**src/rtl/systolic_seq.sv**
```systemverilog
// systolic_seq: sequencer for a 4x4 output-stationary systolic MAC array.
//
// Holds a 4x4 A (activation) tile and a 4x4 B (weight) tile loaded by the host.
// On start it runs one job:
//   IDLE -> CLEAR (1 cycle) -> FEED (10 cycles, t = 0..9) -> DONE (1 cycle) -> IDLE.
// In FEED, row i of A enters on a_out<i> delayed by i cycles, and column j of B
// enters on b_out<j> delayed by j cycles. This is the diagonal skew the array
// needs so that matching k terms meet in each PE. When done pulses, the array's
// c outputs hold A x B.
//
// Ports:
//   clk, rst_n             clock, asynchronous active-low reset
//   wr_en/wr_sel/wr_addr/  tile write port (sel 0 = A, 1 = B; addr = row*4+col),
//   wr_data                accepted only in IDLE
//   start                  begin a job (sampled only in IDLE)
//   busy                   high from CLEAR through DONE
//   done                   one-cycle pulse at job end
//   arr_clr_n              active-low accumulator clear for the array
//   arr_we                 array accumulate enable (high throughout FEED)
//   a_out0..3 / b_out0..3  row / column edge data to the array
//   job_cnt, busy_cyc      perf counters, present only with SEQ_PERF_CNT_EN
//
// Optional feature macro: SEQ_PERF_CNT_EN.
//
// Every output is a flop. The flops load from the next-state decode, so each
// output lines up with the state it belongs to.

module systolic_seq #(
    parameter int unsigned DATA_WIDTH = 8
) (
    input  logic                  clk,
    input  logic                  rst_n,
    input  logic                  wr_en,
    input  logic                  wr_sel,
    input  logic [3:0]            wr_addr,
    input  logic [DATA_WIDTH-1:0] wr_data,
    input  logic                  start,
    output logic                  busy,
    output logic                  done,
    output logic                  arr_clr_n,
    output logic                  arr_we,
    output logic [DATA_WIDTH-1:0] a_out0,
    output logic [DATA_WIDTH-1:0] a_out1,
    output logic [DATA_WIDTH-1:0] a_out2,
    output logic [DATA_WIDTH-1:0] a_out3,
    output logic [DATA_WIDTH-1:0] b_out0,
    output logic [DATA_WIDTH-1:0] b_out1,
    output logic [DATA_WIDTH-1:0] b_out2,
    output logic [DATA_WIDTH-1:0] b_out3
`ifdef SEQ_PERF_CNT_EN
    ,
    output logic [15:0]           job_cnt,
    output logic [15:0]           busy_cyc
`endif
);

    typedef enum logic [1:0] {
        StIdle,
        StClear,
        StFeed,
        StDone
    } state_e;

    localparam logic [3:0] LastStep = 4'd9;

    state_e state_q, state_d;
    logic [3:0] t_q, t_d;

    logic [DATA_WIDTH-1:0] a_buf_q [16];
    logic [DATA_WIDTH-1:0] b_buf_q [16];

    logic [DATA_WIDTH-1:0] a_d [4];
    logic [DATA_WIDTH-1:0] b_d [4];
    logic [DATA_WIDTH-1:0] a_q [4];
    logic [DATA_WIDTH-1:0] b_q [4];

    logic busy_q, done_q, arr_clr_n_q, arr_we_q;
    logic buf_wr;

    // ------------------------------------------------------------------
    // Tile buffers. Writes are accepted only in IDLE, so the tile cannot
    // change during a job.
    // ------------------------------------------------------------------
    assign buf_wr = wr_en && (state_q == StIdle);

    always_ff @(posedge clk or negedge rst_n) begin
        if (!rst_n) begin
            for (int k = 0; k < 16; k++) begin
                a_buf_q[k] <= '0;
                b_buf_q[k] <= '0;
            end
        end else if (buf_wr) begin
            if (wr_sel) begin
                b_buf_q[wr_addr] <= wr_data;
            end else begin
                a_buf_q[wr_addr] <= wr_data;
            end
        end
    end

    // ------------------------------------------------------------------
    // FSM next state and step counter
    // ------------------------------------------------------------------
    always_comb begin
        state_d = state_q;
        t_d     = t_q;
        unique case (state_q)
            StIdle: begin
                if (start) begin
                    state_d = StClear;
                end
            end
            StClear: begin
                state_d = StFeed;
                t_d     = 4'd0;
            end
            StFeed: begin
                if (t_q == LastStep) begin
                    state_d = StDone;
                    t_d     = 4'd0;
                end else begin
                    t_d = t_q + 4'd1;
                end
            end
            StDone: begin
                state_d = StIdle;
            end
            default: begin
                state_d = StIdle;
                t_d     = 4'd0;
            end
        endcase
    end

    // ------------------------------------------------------------------
    // Edge data for the next cycle.
    // a_out_i = A[i][t-i] and b_out_j = B[t-j][j] when 0 <= t-idx <= 3.
    // Otherwise the output is 0, which also covers the drain steps t = 7..9.
    // If the job starts in the same cycle as a tile write, the write has
    // already landed before t = 0 is decoded (decode happens during CLEAR).
    // ------------------------------------------------------------------
    always_comb begin
        for (int i = 0; i < 4; i++) begin
            a_d[i] = '0;
            b_d[i] = '0;
            if ((state_d == StFeed) && (t_d >= 4'(i)) && (t_d <= 4'(i + 3))) begin
                a_d[i] = a_buf_q[{i[1:0], 2'(t_d - 4'(i))}];
                b_d[i] = b_buf_q[{2'(t_d - 4'(i)), i[1:0]}];
            end
        end
    end

    // ------------------------------------------------------------------
    // State and output registers
    // ------------------------------------------------------------------
    always_ff @(posedge clk or negedge rst_n) begin
        if (!rst_n) begin
            state_q     <= StIdle;
            t_q         <= 4'd0;
            busy_q      <= 1'b0;
            done_q      <= 1'b0;
            arr_clr_n_q <= 1'b1;
            arr_we_q    <= 1'b0;
            for (int i = 0; i < 4; i++) begin
                a_q[i] <= '0;
                b_q[i] <= '0;
            end
        end else begin
            state_q     <= state_d;
            t_q         <= t_d;
            busy_q      <= (state_d != StIdle);
            done_q      <= (state_d == StDone);
            arr_clr_n_q <= (state_d != StClear);
            arr_we_q    <= (state_d == StFeed);
            for (int i = 0; i < 4; i++) begin
                a_q[i] <= a_d[i];
                b_q[i] <= b_d[i];
            end
        end
    end

    assign busy      = busy_q;
    assign done      = done_q;
    assign arr_clr_n = arr_clr_n_q;
    assign arr_we    = arr_we_q;
    assign a_out0    = a_q[0];
    assign a_out1    = a_q[1];
    assign a_out2    = a_q[2];
    assign a_out3    = a_q[3];
    assign b_out0    = b_q[0];
    assign b_out1    = b_q[1];
    assign b_out2    = b_q[2];
    assign b_out3    = b_q[3];

`ifdef SEQ_PERF_CNT_EN
    // ------------------------------------------------------------------
    // Perf counters.
    // job_cnt wraps; busy_cyc saturates, so a long run never reads as a short one.
    // ------------------------------------------------------------------
    logic [15:0] job_cnt_q, busy_cyc_q;

    always_ff @(posedge clk or negedge rst_n) begin
        if (!rst_n) begin
            job_cnt_q  <= 16'd0;
            busy_cyc_q <= 16'd0;
        end else begin
            if (state_q == StDone) begin
                job_cnt_q <= job_cnt_q + 16'd1;
            end
            if (busy_q && (busy_cyc_q != 16'hFFFF)) begin
                busy_cyc_q <= busy_cyc_q + 16'd1;
            end
        end
    end

    assign job_cnt  = job_cnt_q;
    assign busy_cyc = busy_cyc_q;
`endif

endmodule

```
**config.mk**
```make
export PLATFORM = sky130hd
export DESIGN_NAME = systolic_seq
export DESIGN_NICKNAME = d
export VERILOG_FILES = /design/src/rtl/systolic_seq.sv
export SDC_FILE = /design/constraint.sdc
export NUM_CORES = 1
export LEC_CHECK = 0
export BUFFER_PORTS_ARGS = -buffer_cell sky130_fd_sc_hd__buf_2
export CAP_MARGIN = 10
export CELL_PAD_IN_SITES_DETAIL_PLACEMENT = 0
export CELL_PAD_IN_SITES_GLOBAL_PLACEMENT = 2
export CORE_ASPECT_RATIO = 1.75
export CORE_MARGIN = 2
export CORE_UTILIZATION = 46
export CTS_BUF_LIST = sky130_fd_sc_hd__clkbuf_8
export DETAILED_ROUTE_END_ITERATION = 6
export PLACE_DENSITY = 0.83
export SYNTH_ARGS = -nofsm -noshare
export SYNTH_HDL_FRONTEND = slang
export SYNTH_SLANG_ARGS = --single-unit
```
**constraint.sdc**
```tcl
create_clock -name clk -period 3.9 [get_ports clk]
set_input_delay 0.78 -clock clk [delete_from_list [all_inputs] [get_ports clk]]
set_output_delay 0.78 -clock clk [all_outputs]
set_load 0.01 [all_outputs]
```
======== After elaboration in Yosys (flattened, before gate mapping) ========
Index checks and enable logic that the tools add are counted.
Widths: inputs -> output; s select.
storage, ports and cells
  flip-flop bits (word level) ............. 330
  bits in latches ......................... 0
  bits in writable memories ............... 0
  ROM bits ................................ 0
  input port bits ......................... 17
  logic and storage cells ................. 140
  memories kept ........................... 0
cells by class
  add/sub/neg operators ................... 4
  multiply operators ...................... 0
  div/mod/pow operators ................... 0
  $lt $le $gt $ge ......................... 18
  equal/unequal tests ..................... 7
  shift-type cells ........................ 0
  muxes and demuxes ....................... 41
  bitwise operators ....................... 10
  reduce and logical (&&, ||, !) cells .... 14
operators by type and width
  operator             count
  $bmux 8 s4           8
  $bwmux 128           2
  $mux 8               25
  $ge 5x5->1 const B   9
  $not 4->5            7
  $demux 8 s4          1
  $le 4x3->1 const B   3
  $logic_and 1x1->1    10
  $eq 2x2->1 const B   4
  $ge 4x1->1 const B   2
  $ge 4x2->1 const B   2
  $pmux 2 s4           1
  $pmux 4 s2           1
  $lt 5x1->1 const B   1
  $not 2->5            1
  $not 3->5            1
  $add 4x1->4 const B  1
  $eq 4x4->1 const B   1
  $le 4x2->1 const B   1
  $mux 2               2
  $mux 4               1
  $reduce_and 2->1     2
  $sub 2x2->2 const B  2
  $eq 2x1->1 const B   1
  other kinds (5)      5

======== Logic depth before layout (Yosys ltp) ========
  depth after elaboration ................. 9
  mapped depth ............................ 14
  mapped depth without buffers ............ 10

======== Least setup slack after synthesis ========
No wires, ideal clock.
  kind .................................... reg2reg
  start point ............................. reg state_q[0]
  end point ............................... reg a_q (netlist bit a_out1[0])
  setup time .............................. 0.122 ns
  data arrival time ....................... 3.162 ns
  data required time ...................... 3.778 ns
  path slack .............................. 0.616 ns
  stages on the path, launching flop included .. 15
  path buffers ............................ 7
  cells stage by stage .................... dfrtp_1 inv_1 ha_1 buf_4 inv_1 o2bb2ai_2 buf_2 buf_4 buf_2 ha_1 clkbuf_1 clkbuf_1 buf_2 mux4_2 nor2b_1
RTL lines
  what                           RTL line  RTL
  start, declared                66        state_e state_q, state_d;
  start signal, assigned         158       state_q <= StIdle;
  start signal, assigned         169       state_q <= state_d;
  end signal, assigned by index  176       a_q[i] <= a_d[i];
  end, declared                  74        logic [DATA_WIDTH-1:0] a_q [4];

==> flow_summary.html <==
<table>
<tr><th>Metric</th><th>Value</th></tr>
<tr><th colspan="2">Run status</th></tr>
<tr><td>Outcome</td><td>finished clean</td></tr>
<tr><th colspan="2">Setup path</th></tr>
<tr><td>Arrival @ worst endpoint</td><td>around 3.5 ns</td></tr>
<tr><td>Crit-path max cell delay</td><td>~0.57 ns</td></tr>
<tr><td>Critical path endpoint category</td><td>flop</td></tr>
<tr><td>Register-to-Register Setup Slack</td><td>a little under 0.9 ns</td></tr>
<tr><td>Crit path kind</td><td>flop to flop</td></tr>
<tr><td>Required time of the critical path</td><td>4.38 ns</td></tr>
<tr><td>Slowest library cell on the worst path</td><td>mux4_2</td></tr>
<tr><td>RR Endpoint</td><td>a_out3[0]</td></tr>
<tr><td>Number of cell instances on the worst register-to-register path</td><td>8</td></tr>
<tr><td>Startpoint types</td><td>flop</td></tr>
<tr><td>Cell Chain, Critical Path</td><td>inv_1, ha_1, inv_1, o2bb2ai_4, ha_1, buf_4, mux4_2, and2b_1</td></tr>
<tr><td>Reg-to-reg critical path startpoint</td><td>state_q[0]</td></tr>
<tr><td>Max Fanout on Critical Path</td><td>32</td></tr>
<tr><th colspan="2">Power and ir drop</th></tr>
<tr><td>Share of total power in the clock network</td><td>27.4%</td></tr>
<tr><td>Internal power</td><td>between 7000 and 8000 uW</td></tr>
<tr><td>Peak supply drop</td><td>around 0.0005 V</td></tr>
<tr><td>Switching power of the nets</td><td>between 3000 and 4000 uW</td></tr>
<tr><td>Reported leakage power</td><td>between 0.007 and 0.008 uW</td></tr>
<tr><td>Fraction of power spent switching nets</td><td>about 32%</td></tr>
<tr><td>Sequential fraction of design power</td><td>about 41%</td></tr>
<tr><td>Portion of total power attributed to combinational logic</td><td>31.4%</td></tr>
<tr><td>Power per cell area</td><td>between 600 and 700 nW/um2</td></tr>
<tr><th colspan="2">Global routing</th></tr>
<tr><td>First-pass GRT wire length</td><td>a little under 50000 um</td></tr>
<tr><td>Pin count of the biggest net entering global routing</td><td>between 100 and 150</td></tr>
<tr><td>GRT Residual Overflow</td><td>0</td></tr>
<tr><td>Initial antenna violation count</td><td>1</td></tr>
<tr><td>Vias in the first global route</td><td>8822</td></tr>
<tr><td>All-layer global routing usage</td><td>between 20% and 30%</td></tr>
<tr><th colspan="2">Clock tree</th></tr>
<tr><td>Clock buffer depth</td><td>3</td></tr>
<tr><td>CTS Buf Count</td><td>between 40 and 50</td></tr>
<tr><td>H-tree level count</td><td>2</td></tr>
<tr><td>Hold bufs inserted after CTS</td><td>0</td></tr>
<tr><td>CTS tree</td><td>built</td></tr>
<tr><td>Number of setup buffers added after CTS</td><td>0</td></tr>
<tr><td>Clock-pin slew of the registers on the worst-case setup and hold paths</td><td>around 0.070 ns</td></tr>
<tr><td>CTS root buf</td><td>clkbuf_8</td></tr>
<tr><td>Source-to-sink clock delay at the later pin of the worst-skew pair</td><td>about 0.58 ns</td></tr>
<tr><td>Post-cts gate resize count</td><td>0</td></tr>
<tr><td>Clock sink total</td><td>330</td></tr>
<tr><th colspan="2">Timing</th></tr>
<tr><td>Headroom to the max-slew limit</td><td>a little over a third</td></tr>
<tr><td>Maximum frequency from static timing analysis</td><td>0.332 GHz</td></tr>
<tr><td>Worst setup skew after layout</td><td>approximately 0.011 ns</td></tr>
<tr><td>Final critical-path share of the clock period</td><td>77.2%</td></tr>
<tr><td>Final critical-path required period</td><td>approximately 3 ns</td></tr>
<tr><td>RSZ-0062 raised after global routing</td><td>no</td></tr>
<tr><td>Actual slew at the worst max-slew pin</td><td>0.956 ns</td></tr>
<tr><td>Number of pins with negative max-slew slack in the final report</td><td>0</td></tr>
<tr><td>Final setup violation count</td><td>0</td></tr>
<tr><td>Setup TNS</td><td>0 ns</td></tr>
<tr><td>Hold Fails Final Rpt</td><td>0</td></tr>
<tr><th colspan="2">Route</th></tr>
<tr><td>Drt drc</td><td>0</td></tr>
<tr><td>Length of routed met3 wiring</td><td>984 um</td></tr>
<tr><td>Met2 wire length</td><td>around 17000 um</td></tr>
<tr><td>Initial DRT Pass Iterations</td><td>6</td></tr>
<tr><td>Average wire per cell in the routed design</td><td>20.9 um</td></tr>
<tr><td>Number of DRC markers in iteration 0</td><td>between 200 and 300</td></tr>
<tr><td>Routed Antenna Nets</td><td>0</td></tr>
<tr><td>DR vias/cell</td><td>between 5 and 6</td></tr>
<tr><td>Met1 Routed Length</td><td>between 10000 and 15000 um</td></tr>
<tr><td>Highest layer used for signal routing</td><td>met4</td></tr>
<tr><td>Via total after detailed routing</td><td>~8100</td></tr>
<tr><td>Total wirelength of the detailed-routed design</td><td>roughly 31000 um</td></tr>
<tr><th colspan="2">Die</th></tr>
<tr><td>Number of primary I/O pins</td><td>85</td></tr>
<tr><td>Site Rows</td><td>84</td></tr>
<tr><td>Die extent in y</td><td>about 240 um</td></tr>
<tr><td>Horizontal die dimension</td><td>between 100 and 150 um</td></tr>
<tr><td>Core region area</td><td>just over 30000 um2</td></tr>
<tr><td>Area of the die</td><td>between 30000 and 40000 um2</td></tr>
<tr><td>Starting density of the core</td><td>~47%</td></tr>
<tr><th colspan="2">Logic synthesis</th></tr>
<tr><td>Post-Synth Simple-Gate Area</td><td>7.76%</td></tr>
<tr><td>Yosys reg bits</td><td>330</td></tr>
<tr><td>Cell accounting for the most synthesized area</td><td>dfrtp_1</td></tr>
<tr><td>Adder-cell area share of the yosys netlist</td><td>0.708%</td></tr>
<tr><td>Number of warnings printed during yosys synthesis</td><td>0</td></tr>
<tr><td>Post-Synth XOR/XNOR Area</td><td>0.124%</td></tr>
<tr><td>Gate count of the mapped netlist</td><td>between 900 and 1000</td></tr>
<tr><td>Most used standard cell by instance count after synthesis</td><td>dfrtp_1</td></tr>
<tr><td>Post-synth top area share</td><td>between 50% and 60%</td></tr>
<tr><td>Compound-Gate Fraction of Synth Area</td><td>under 10%</td></tr>
<tr><td>Portion of netlist area occupied by mux cells</td><td>between 20% and 30%</td></tr>
<tr><td>Cell area after technology mapping</td><td>14100 um2</td></tr>
<tr><td>Syn_area_per_cell</td><td>between 10 and 15 um2</td></tr>
<tr><td>Share of synthesized registers carrying an async set or reset</td><td>100%</td></tr>
<tr><td>Proportion of synthesized chip area in sequential cells</td><td>58.4%</td></tr>
<tr><td>Synth area leaders</td><td>dfrtp_1 (58%), mux2_2 (20%), mux4_2 (5.1%)</td></tr>
<tr><td>Number of enable flip-flop cells after synthesis</td><td>0</td></tr>
<tr><td>Number of nets in the synthesized netlist</td><td>around 1000</td></tr>
<tr><td>Dominant combinational cell family by area after synthesis</td><td>multiplexers</td></tr>
<tr><td>Most common flop cell mapped by yosys</td><td>dfrtp_1</td></tr>
<tr><td>Leading cell types by count after synthesis</td><td>dfrtp_1 (329), mux2_2 (256), nand2_1 (78)</td></tr>
<tr><td>Number of different library cells in the post-synthesis netlist</td><td>between 50 and 60</td></tr>
<tr><th colspan="2">Cells and area</th></tr>
<tr><td>Storage cell area</td><td>about 8300 um2</td></tr>
<tr><td>Area growth, synth to finish</td><td>13.4%</td></tr>
<tr><td>Area of combinational cells with multiple inputs</td><td>between 5000 and 6000 um2</td></tr>
<tr><td># fillers</td><td>~2600</td></tr>
<tr><td>Final cell count without fillers</td><td>around 1500</td></tr>
<tr><td>Layout Nets</td><td>about 1100</td></tr>
<tr><td>Share of final-layout standard cells stronger than drive strength 1</td><td>45.1%</td></tr>
<tr><th colspan="2">Place</th></tr>
<tr><td>Count of buffers inserted at the top-level ports</td><td>84</td></tr>
<tr><td># placed instances</td><td>roughly 1400</td></tr>
<tr><td>GPL Wtd Cong</td><td>about 0.76</td></tr>
<tr><td>HPWL after DPL</td><td>just under 20000 um</td></tr>
<tr><th colspan="2">Run</th></tr>
<tr><td>Max-cap violations</td><td>0</td></tr>
<tr><th colspan="2">Min path</th></tr>
<tr><td>Hold Path Class</td><td>input port to asynchronous set/reset pin</td></tr>
</table>
-- power by group through the flow --
stage | Clock [uW] | Combinational (uW) | Sequential [uW]
after global placement | 0 | 3440 | 4520
after floorplan | 0 | 2530 | 4510
after global routing | 3230 | 3700 | 4560
after detailed placement | 0 | 3490 | 4540
after CTS | 3070 | 3490 | 4490
final | 2980 | 3410 | 4480
-- layout by cell type (no fill, tap or decap), types with 5 or more instances in the layout --
| master | count |
|---|---|
| a211oi_1 | 16 |
| a311oi_1 | 16 |
| and2_1 | 17 |
| and2b_1 | 5 |
| and3_1 | 17 |
| buf_2 | 83 |
| buf_4 | 20 |
| clkbuf_8 | 67 |
| dfrtp_1 | 329 |
| ha_1 | 8 |
| inv_1 | 21 |
| mux2_2 | 256 |
| mux2i_1 | 32 |
| mux4_2 | 32 |
| nand2_1 | 78 |
| nand2b_1 | 7 |
| nand3_1 | 8 |
| nor2_1 | 11 |
| nor2_2 | 18 |
| nor2b_1 | 32 |
-- through the flow --
| step | total power (uW) | util, % | hold WS (ns) | worst slack [ns] | cell area, um2 |
|---|---|---|---|---|---|
| 2_1_floorplan | 7040 | - | 0.472 | 0.616 | 14100 |
| 3_3_place_gp | 7960 | 49.6 | 0.482 | 0.917 | 15000 |
| 3_5_place_dp | 8020 | 49.6 | 0.488 | 0.870 | 15000 |
| 4_1_cts | 11100 | 53.1 | 0.274 | 0.872 | 16000 |
| 5_1_grt | 11500 | 53.1 | 0.305 | 0.716 | 16000 |
| 6_report | 10900 | 53.1 | 0.236 | 0.889 | 16000 |
-- registers in the layout, indices dropped and copies added, names as in the netlist --
name       count
busy           1
a_out2         8
a_out1         8
b_buf_q      128
done           1
t_q            4
a_buf_q      128
b_out1         8
state_q        2
a_out3         8
b_out3         8
b_out2         8
arr_we         1
a_out0         8
b_out0         8
arr_clr_n      1
-- critical path, delay by kind of cell, from the launching register on --
| kind | cells | cell delay [ns] |
|---|---|---|
| buffers and inverters | 3 | 0.77 |
| DFF | 1 | 0.36 |
| AOI/OAI and AO/OA | 1 | 0.21 |
| and+or+nand+nor | 1 | 0.17 |
| adders and majority gates | 2 | 0.79 |
| muxes | 1 | 0.57 |
-- cells by family after synthesis --
group / Yosys count
AOI/OAI and AO/OA: 47
xor gates and xnor gates: 2
adders and majority gates: 8
buffers and inverters: 68
DFF: 330
muxes: 320
and+or+nand+nor: 207
-- metal layers --
| layer | track usage, % | vias to the layer above |
|---|---|---|
| met2 | 35.5 | 129 |
| met1 | 25.1 | 4256 |
| met5 | 0 | - |
| li1 | - | 3682 |
| met3 | 3.12 | 60 |
| met4 | 6.82 | 0 |
-- cell type report --
class                   count  area share (%)
clock inverters            22           0.906
flip-flops and latches    330            51.5
clock buffers              67            5.75
diodes                      1          0.0156
inverters                   7           0.164
well taps                 387            3.02
repair buffers            105            3.75
multi-input cells         584            34.9
-- worst max path at each step --
stage           endpoint       start  depth (start not counted)
3_5_place_dp   a_out3[0]  state_q[0]                          9
6_report       a_out3[0]  state_q[0]                          8
3_3_place_gp   a_out3[6]  state_q[0]                          8
2_1_floorplan  a_out1[0]  state_q[0]                         14
4_1_cts        a_out3[0]  state_q[0]                          8
5_1_grt        b_out3[7]  state_q[0]                          8
Note: power is estimated with default switching activity, not from simulation.
